[src/rtl/ov7670_emu_pkg.sv]
// Shared types and constants for the OV7670 camera transmitter emulator:
// FSM state encoding, pattern_sel encodings and the colour-bar palette.
package ov7670_emu_pkg;

  typedef enum logic [2:0] {
    ST_IDLE,
    ST_VSYNC,
    ST_VBACK,
    ST_ACTIVE,
    ST_HBLANK,
    ST_VFRONT
  } state_t;

  localparam logic [1:0] PAT_SOLID   = 2'd0;
  localparam logic [1:0] PAT_BARS    = 2'd1;
  localparam logic [1:0] PAT_RAMP    = 2'd2;
  localparam logic [1:0] PAT_CHECKER = 2'd3;

  localparam logic [15:0] BAR_C0 = 16'hFFFF;
  localparam logic [15:0] BAR_C1 = 16'hFFE0;
  localparam logic [15:0] BAR_C2 = 16'h07FF;
  localparam logic [15:0] BAR_C3 = 16'h07E0;
  localparam logic [15:0] BAR_C4 = 16'hF81F;
  localparam logic [15:0] BAR_C5 = 16'hF800;
  localparam logic [15:0] BAR_C6 = 16'h001F;
  localparam logic [15:0] BAR_C7 = 16'h0000;

  function automatic logic [15:0] bar_color(input logic [2:0] idx);
    case (idx)
      3'd0:    return BAR_C0;
      3'd1:    return BAR_C1;
      3'd2:    return BAR_C2;
      3'd3:    return BAR_C3;
      3'd4:    return BAR_C4;
      3'd5:    return BAR_C5;
      3'd6:    return BAR_C6;
      default: return BAR_C7;
    endcase
  endfunction

endpackage

[src/rtl/ov7670_pattern_gen.sv]
// Combinational RGB565 test-pattern source: maps pixel coordinate (x, y),
// the latched pattern select and the latched solid colour to one pixel.
module ov7670_pattern_gen
  import ov7670_emu_pkg::*;
#(
  parameter int H_ACTIVE = 320,
  parameter int XW       = 9,
  parameter int YW       = 8
) (
  input  logic [XW-1:0] x,
  input  logic [YW-1:0] y,
  input  logic [1:0]    sel,
  input  logic [15:0]   fixed_color,
  output logic [15:0]   pixel
);

  // Bars are H_ACTIVE/8 wide; any remainder columns stay on the last bar.
  localparam int BAR_W = (H_ACTIVE >= 8) ? (H_ACTIVE / 8) : 1;

  logic [15:0] xe;
  logic [15:0] ye;
  logic [15:0] bar16;
  logic [2:0]  bar_idx;
  logic        chk;

  assign xe      = 16'(x);
  assign ye      = 16'(y);
  assign bar16   = xe / 16'(BAR_W);
  assign bar_idx = (bar16 > 16'd7) ? 3'd7 : bar16[2:0];
  assign chk     = ((xe ^ ye) & 16'h0008) != 16'h0000;

  // Select the pixel value for the active pattern.
  always_comb begin
    pixel = 16'h0000;
    case (sel)
      PAT_SOLID:   pixel = fixed_color;
      PAT_BARS:    pixel = bar_color(bar_idx);
      PAT_RAMP:    pixel = xe;
      PAT_CHECKER: pixel = chk ? 16'hFFFF : 16'h0000;
      default:     pixel = 16'h0000;
    endcase
  end

endmodule

[src/rtl/ov7670_tx_emu.sv]
// OV7670-style camera transmitter emulator: free-running pclk, vsync/href
// frame timing and RGB565 test patterns sent high byte first.
// Optional build macro OV7670_EMU_CHECKSUM_EN adds a per-frame byte
// checksum on frame_sum; without it frame_sum is tied to zero.
module ov7670_tx_emu
  import ov7670_emu_pkg::*;
#(
  parameter int H_ACTIVE    = 320,
  parameter int V_ACTIVE    = 240,
  parameter int H_BLANK     = 144,
  parameter int VSYNC_LINES = 3,
  parameter int V_BACK      = 17,
  parameter int V_FRONT     = 10,
  parameter int PCLK_HALF   = 1
) (
  input  logic        clk,
  input  logic        reset,
  input  logic        enable,
  input  logic [1:0]  pattern_sel,
  input  logic [15:0] fixed_color,
  output logic        pclk,
  output logic        vsync,
  output logic        href,
  output logic [7:0]  data,
  output logic        busy,
  output logic        frame_done,
  output logic [7:0]  frame_count,
  output logic [15:0] frame_sum
);

  localparam int LINE_LEN = 2 * H_ACTIVE + H_BLANK;
  localparam int VS_LEN   = VSYNC_LINES * LINE_LEN;
  localparam int VB_LEN   = V_BACK * LINE_LEN;
  localparam int VF_LEN   = V_FRONT * LINE_LEN;
  localparam int M1       = (VS_LEN > VB_LEN) ? VS_LEN : VB_LEN;
  localparam int M2       = (VF_LEN > H_BLANK) ? VF_LEN : H_BLANK;
  localparam int MAX_LEN  = (M1 > M2) ? M1 : M2;
  localparam int CW       = $clog2(MAX_LEN + 1);
  localparam int XW       = (H_ACTIVE > 1) ? $clog2(H_ACTIVE) : 1;
  localparam int YW       = (V_ACTIVE > 1) ? $clog2(V_ACTIVE) : 1;
  localparam int DW       = (PCLK_HALF > 1) ? $clog2(PCLK_HALF) : 1;

  localparam logic [CW-1:0] VS_LAST = CW'(VS_LEN - 1);
  localparam logic [CW-1:0] VB_LAST = CW'(VB_LEN - 1);
  localparam logic [CW-1:0] HB_LAST = CW'(H_BLANK - 1);
  localparam logic [CW-1:0] VF_LAST = CW'(VF_LEN - 1);
  localparam logic [XW-1:0] X_LAST  = XW'(H_ACTIVE - 1);
  localparam logic [YW-1:0] Y_LAST  = YW'(V_ACTIVE - 1);
  localparam logic [DW-1:0] D_LAST  = DW'(PCLK_HALF - 1);

  logic [DW-1:0] div_cnt;
  logic          div_wrap;
  logic          tick;

  state_t        state, state_n;
  logic [CW-1:0] cnt, cnt_n;
  logic [XW-1:0] x, x_n;
  logic [YW-1:0] y, y_n;
  logic          phase, phase_n;
  logic          latch;
  logic          done;
  logic [1:0]    sel_q;
  logic [15:0]   color_q;
  logic [15:0]   pixel;

  assign div_wrap = (div_cnt == D_LAST);
  // A slot ends on the clk edge where pclk falls.
  assign tick     = div_wrap & pclk;

  // pclk divider: toggle pclk every PCLK_HALF clk cycles.
  always_ff @(posedge clk) begin
    if (reset) begin
      div_cnt <= '0;
      pclk    <= 1'b0;
    end else if (div_wrap) begin
      div_cnt <= '0;
      pclk    <= ~pclk;
    end else begin
      div_cnt <= div_cnt + 1'b1;
    end
  end

  // Frame FSM next state: every transition and counter step happens on a tick.
  always_comb begin
    state_n = state;
    cnt_n   = cnt;
    x_n     = x;
    y_n     = y;
    phase_n = phase;
    latch   = 1'b0;
    done    = 1'b0;
    if (tick) begin
      case (state)
        ST_IDLE: begin
          if (enable) begin
            state_n = ST_VSYNC;
            cnt_n   = '0;
            latch   = 1'b1;
          end
        end
        ST_VSYNC: begin
          if (cnt == VS_LAST) begin
            state_n = ST_VBACK;
            cnt_n   = '0;
          end else begin
            cnt_n = cnt + 1'b1;
          end
        end
        ST_VBACK: begin
          if (cnt == VB_LAST) begin
            state_n = ST_ACTIVE;
            cnt_n   = '0;
            x_n     = '0;
            y_n     = '0;
            phase_n = 1'b0;
          end else begin
            cnt_n = cnt + 1'b1;
          end
        end
        ST_ACTIVE: begin
          phase_n = ~phase;
          if (phase) begin
            if (x == X_LAST) begin
              state_n = ST_HBLANK;
              cnt_n   = '0;
              x_n     = '0;
            end else begin
              x_n = x + 1'b1;
            end
          end
        end
        ST_HBLANK: begin
          if (cnt == HB_LAST) begin
            cnt_n = '0;
            if (y == Y_LAST) begin
              state_n = ST_VFRONT;
            end else begin
              state_n = ST_ACTIVE;
              y_n     = y + 1'b1;
            end
          end else begin
            cnt_n = cnt + 1'b1;
          end
        end
        ST_VFRONT: begin
          if (cnt == VF_LAST) begin
            done  = 1'b1;
            cnt_n = '0;
            if (enable) begin
              state_n = ST_VSYNC;
              latch   = 1'b1;
            end else begin
              state_n = ST_IDLE;
            end
          end else begin
            cnt_n = cnt + 1'b1;
          end
        end
        default: state_n = ST_IDLE;
      endcase
    end
  end

  // Frame FSM state, position counters and frame bookkeeping.
  always_ff @(posedge clk) begin
    if (reset) begin
      state       <= ST_IDLE;
      cnt         <= '0;
      x           <= '0;
      y           <= '0;
      phase       <= 1'b0;
      frame_done  <= 1'b0;
      frame_count <= 8'h00;
    end else begin
      state      <= state_n;
      cnt        <= cnt_n;
      x          <= x_n;
      y          <= y_n;
      phase      <= phase_n;
      frame_done <= done;
      if (done) frame_count <= frame_count + 8'h01;
    end
  end

  // Pattern inputs are captured only at frame start so a frame is uniform.
  always_ff @(posedge clk) begin
    if (latch) begin
      sel_q   <= pattern_sel;
      color_q <= fixed_color;
    end
  end

  ov7670_pattern_gen #(
    .H_ACTIVE(H_ACTIVE),
    .XW      (XW),
    .YW      (YW)
  ) u_pattern (
    .x          (x),
    .y          (y),
    .sel        (sel_q),
    .fixed_color(color_q),
    .pixel      (pixel)
  );

  assign vsync = (state == ST_VSYNC);
  assign href  = (state == ST_ACTIVE);
  assign busy  = (state != ST_IDLE);
  assign data  = href ? (phase ? pixel[7:0] : pixel[15:8]) : 8'h00;

`ifdef OV7670_EMU_CHECKSUM_EN
  logic [15:0] acc;

  // Sum each href-high byte as its slot ends; publish the total with frame_done.
  always_ff @(posedge clk) begin
    if (reset) begin
      acc       <= 16'h0000;
      frame_sum <= 16'h0000;
    end else if (done) begin
      frame_sum <= acc;
      acc       <= 16'h0000;
    end else if (tick && href) begin
      acc <= acc + {8'h00, data};
    end
  end
`else
  assign frame_sum = 16'h0000;
`endif

endmodule
[config.mk]
export PLATFORM = sky130hd
export DESIGN_NAME = ov7670_tx_emu
export DESIGN_NICKNAME = d
export VERILOG_FILES = /design/src/rtl/ov7670_emu_pkg.sv /design/src/rtl/ov7670_pattern_gen.sv /design/src/rtl/ov7670_tx_emu.sv
export SDC_FILE = /design/constraint.sdc
export NUM_CORES = 1
export LEC_CHECK = 0
export ABC_AREA = 1
export CAP_MARGIN = 20
export CORE_ASPECT_RATIO = 0.75
export CORE_UTILIZATION = 24
export CTS_CLUSTER_DIAMETER = 150
export DETAILED_ROUTE_END_ITERATION = 10
export PLACE_DENSITY_LB_ADDON = 0.2
export SYNTH_ARGS = -nofsm -noshare
export SYNTH_HDL_FRONTEND = slang
export SYNTH_HIERARCHICAL = 1
export SYNTH_SLANG_ARGS = --single-unit
[constraint.sdc]
create_clock -name clk -period 4.86 [get_ports clk]
set_input_delay 0.486 -clock clk [delete_from_list [all_inputs] [get_ports clk]]
set_output_delay 0.486 -clock clk [all_outputs]
set_load 0.05 [all_outputs]
==> out/metrics.csv <==
stage;metric;value;unit
outcome;run status;completed;
logic_synthesis;average size of a mapped cell;6.78;sq um
logic_synthesis;Syn. warnings;6;
clock_network;CTS Root Cell;clkbuf_16;
drt;Post-DRT Antenna Nets;0;
floorplanning;total core area;0.0170;sq mm
timing;Worst slew margin;36.9;%
worst_hold_path;hold path endpoint;pclk$_SDFFE_PP0N_;
power;PD cells;283;mW/mm^2
power;switching part of the total;24.6;%
setup_path;Reg2Reg Depth;8;
timing;unrepaired setup endpoints after global routing;false;
global_routing;largest net degree at the start of global routing;25;
logic_synthesis;Post-Synthesis Cell Area;0.00422;sq mm
logic_synthesis;Distinct cells, synth;43;
logic_synthesis;Main synth FF type;dfxtp_1;
global_routing;first-pass GRT wire length;17.6;mm
clock_network;Worst-path clk slew;50;ps
drt;drt wl/cell;12.3;um
drt;Via Count;4020;
worst_hold_path;Hold Path Origin;div_cnt$_SDFF_PP0_;
timing;crit share post-route;70.5;%
worst_hold_path;Cells on Worst Hold Path;1;
floorplanning;IO Count;58;
timing;final-report hold violation count;0;
setup_path;R2R Setup Slk;2440;ps
clock_network;clock latency on the worst-skew pair;340;ps
placed_design;hpwl dp;8.16;mm
setup_path;Crit Path Max Fanout;16;
setup_path;Setup CP Type;register to output pin;
drt;drt drc;0;
placed_design;IO Port Bufs;41;
logic_synthesis;Synth Register Bits;64;
timing;Final setup viols;0;
timing;Tightest Pin Transition;943;ps
worst_hold_path;Hold Path Class;register to register;
logic_synthesis;Post-synth ARST share;0;%
global_routing;initial antenna violation count;0;
timing;Final Skew;6.74;ps
logic_synthesis;post-synthesis sequential area ratio;34.6;%
drt;WL final;11.1;mm
global_routing;gr ovfl total;0;
power;P_int;1.10;mW
setup_path;FF-to-FF End;color_q[6]$_DFFE_PP_;
global_routing;vias in the first global route;3530;
power;Pleak;2.10;nW
floorplanning;number of cell rows;41;
drt;Iteration-0 DRC Markers;344;
timing;fin crit period;3430;ps
drt;DRT Pass-1 Iters;7;
power;final total power;1.46;mW
clock_network;TritonCTS Buffers;9;
global_routing;total track usage;12.5;%
clock_network;Post-CTS Setup Repair Bufs;0;
clock_network;# clock sinks;64;
clock_network;CTS tree;built;
clock_network;CTS max path bufs;2;
timing;Max Freq;0.292;GHz
floorplanning;DIE HEIGHT;117;um
power;Comb power frac;9.3;%
logic_synthesis;number of synthesized flops with an enable pin;18;
setup_path;Critical Path AT;2940;ps
clock_network;post_cts resized;0;
power;Switch Pwr;359;uW
setup_path;Reg-to-Reg Start;cnt[1]$_SDFFE_PP0P_;
finish;Layout area overhead;21.8;%
floorplanning;width of the die;155;um
drt;post-DR vias/cell;4.46;
power;Worst IR Drop VDD;138;uV
job;number of max-cap violations;0;
floorplanning;Die ar.;0.0181;sq mm
setup_path;CP required;4370;ps
clock_network;H-tree Lvls;3;
placed_design;GP Congestion;0.892;
setup_path;crit path launch type;register;
finish;layout cell share with drive strength beyond 1;10.7;%
clock_network;# hold bufs at CTS;0;
power;clock share of power;52.1;%
timing;setup TNS;0;ps
power;sequential share of power;38.6;%
timing;final count of pins violating max slew;0;
finish;Final Net Count;686;
logic_synthesis;Post-Synthesis Cells;622;
floorplanning;Initial Util;24.8;%
finish;antenna diode count;0;
setup_path;Worst Setup End Kind;output pin;
kinds of logic (layout without fill, tap and decap cells):
group	Yosys count	count (layout)	share of synthesized area, %
and+or+nand+nor	362	362	39.9
buffers and inverters	106	134	11.9
AOI/OAI and AO/OA	72	72	9.64
xor gates and xnor gates	13	13	2.70
DFF	64	64	34.6
other	1	17	0.0889
adders and majority gates	4	4	1.19
how the worst max path moves through the flow:
stage	slack [ps]	to	startpoint
after detailed placement	1790	data[5]	sel_q[1]$_DFFE_PP_
after global routing	1180	data[6]	sel_q[0]$_DFFE_PP_
final	1430	data[5]	sel_q[1]$_DFFE_PP_
after global placement	1690	data[5]	sel_q[1]$_DFFE_PP_
after CTS	1410	data[5]	sel_q[1]$_DFFE_PP_
after floorplan	2310	color_q[0]$_DFFE_PP_	pclk$_SDFFE_PP0N_
synthesized netlist by cell type, types with 2 or more instances:
| cell | instances | area (sq um) |
|---|---|---|
| nand2_1 | 182 | 683 |
| nor2_1 | 69 | 259 |
| inv_1 | 64 | 240 |
| nand3_1 | 47 | 235 |
| dfxtp_1 | 46 | 921 |
| a21oi_1 | 39 | 195 |
| nand4_1 | 19 | 119 |
| buf_4 | 18 | 135 |
| edfxtp_1 | 18 | 541 |
| o21ai_0 | 17 | 85.1 |
| nand2_2 | 12 | 75.1 |
| inv_2 | 9 | 33.8 |
| nor2_4 | 7 | 78.8 |
| xor2_1 | 7 | 61.3 |
| nor2_2 | 6 | 37.5 |
| xnor2_1 | 6 | 52.6 |
| clkbuf_1 | 5 | 18.8 |
| nand2_4 | 5 | 56.3 |
| nor3_1 | 5 | 25.0 |
| buf_2 | 4 | 20.0 |
| buf_6 | 4 | 45.0 |
| ha_1 | 4 | 50.1 |
| o2111ai_1 | 4 | 35.0 |
| a21oi_2 | 2 | 17.5 |
| nand3_2 | 2 | 20.0 |
| nand3_4 | 2 | 35.0 |
| nand3b_1 | 2 | 15.0 |
| o21ai_2 | 2 | 17.5 |
sequential cells by signal, indices dropped and copies added, names as in the netlist:
| name | count |
|---|---|
| div_cnt | 1 |
| frame_count | 8 |
| pclk | 1 |
| state | 3 |
| x | 9 |
| frame_done | 1 |
| y | 8 |
| color_q | 16 |
| cnt | 14 |
| phase | 1 |
| sel_q | 2 |
routing by layer:
metal,global-route usage [%],up-vias,wire [um]
met3,4.05,12,664
met4,4.16,0,157
met1,17.7,1833,5810
met2,17.9,119,4450
li1,-,2056,-
met5,0,-,0
power groups by stage:
stage / Clock, mW / Sequential, mW / Combinational [mW]
floorplan: 0 / 0.574 / 0.106
global placement: 0 / 0.574 / 0.135
detailed placement: 0 / 0.574 / 0.135
CTS: 0.783 / 0.562 / 0.135
global route: 0.805 / 0.563 / 0.146
finish: 0.758 / 0.562 / 0.135
cell usage in the layout (no fill, tap or decap), types with 2 or more instances in the layout:
cell,synthesis,layout
xnor2_1,6,6
o21ai_0,17,17
nand3_4,2,2
nor2_1,69,69
inv_2,9,9
a21oi_1,39,38
ha_1,4,4
edfxtp_1,18,18
o2111ai_1,4,4
nand3b_1,2,2
o21ai_2,2,2
nand2_4,5,5
clkbuf_16,0,9
nand2_1,182,182
nand4_1,19,19
conb_1,1,17
clkdlybuf4s50_1,0,41
bufinv_16,0,3
nand3_2,2,2
dfxtp_1,46,46
nand3_1,47,47
nor2_2,6,6
buf_4,18,2
xor2_1,7,7
inv_1,64,64
nor2_4,7,7
nand2_2,12,12
a21oi_2,2,3
nor3_1,5,5
metrics by stage:
stage          util, %  hold slack [ps]  cell area (sq um)  setup slack (ps)  std cells
2_1_floorplan        -              408               4280              2310        638
3_3_place_gp      28.1              419               4780              1690        885
3_5_place_dp      28.1              428               4780              1790        885
4_1_cts           30.1              436               5120              1410        901
5_1_grt           30.2              467               5140              1180        902
6_report          30.2              430               5140              1430        902
worst max-delay path, cell delays in order, from the launching register on:
cell	delay, ps
edfxtp_1	460
nor2_1	760
nand2_1	170
o2111ai_1	150
nand2_1	80
nand2_1	80
nand2_1	40
inv_1	60
clkdlybuf4s50_1	790
layout make-up:
| cell class | instances | area (sq um) |
|---|---|---|
| Multi-Input combinational cell | 468 | 2320 |
| Tap cell | 236 | 295 |
| Fill cell | 1842 | 11900 |
| Clock inverter | 7 | 119 |
| Timing Repair Buffer | 44 | 440 |
| Inverter | 74 | 279 |
| Sequential cell | 64 | 1460 |
| Clock buffer | 9 | 225 |
(Power assumes the default switching activity.)
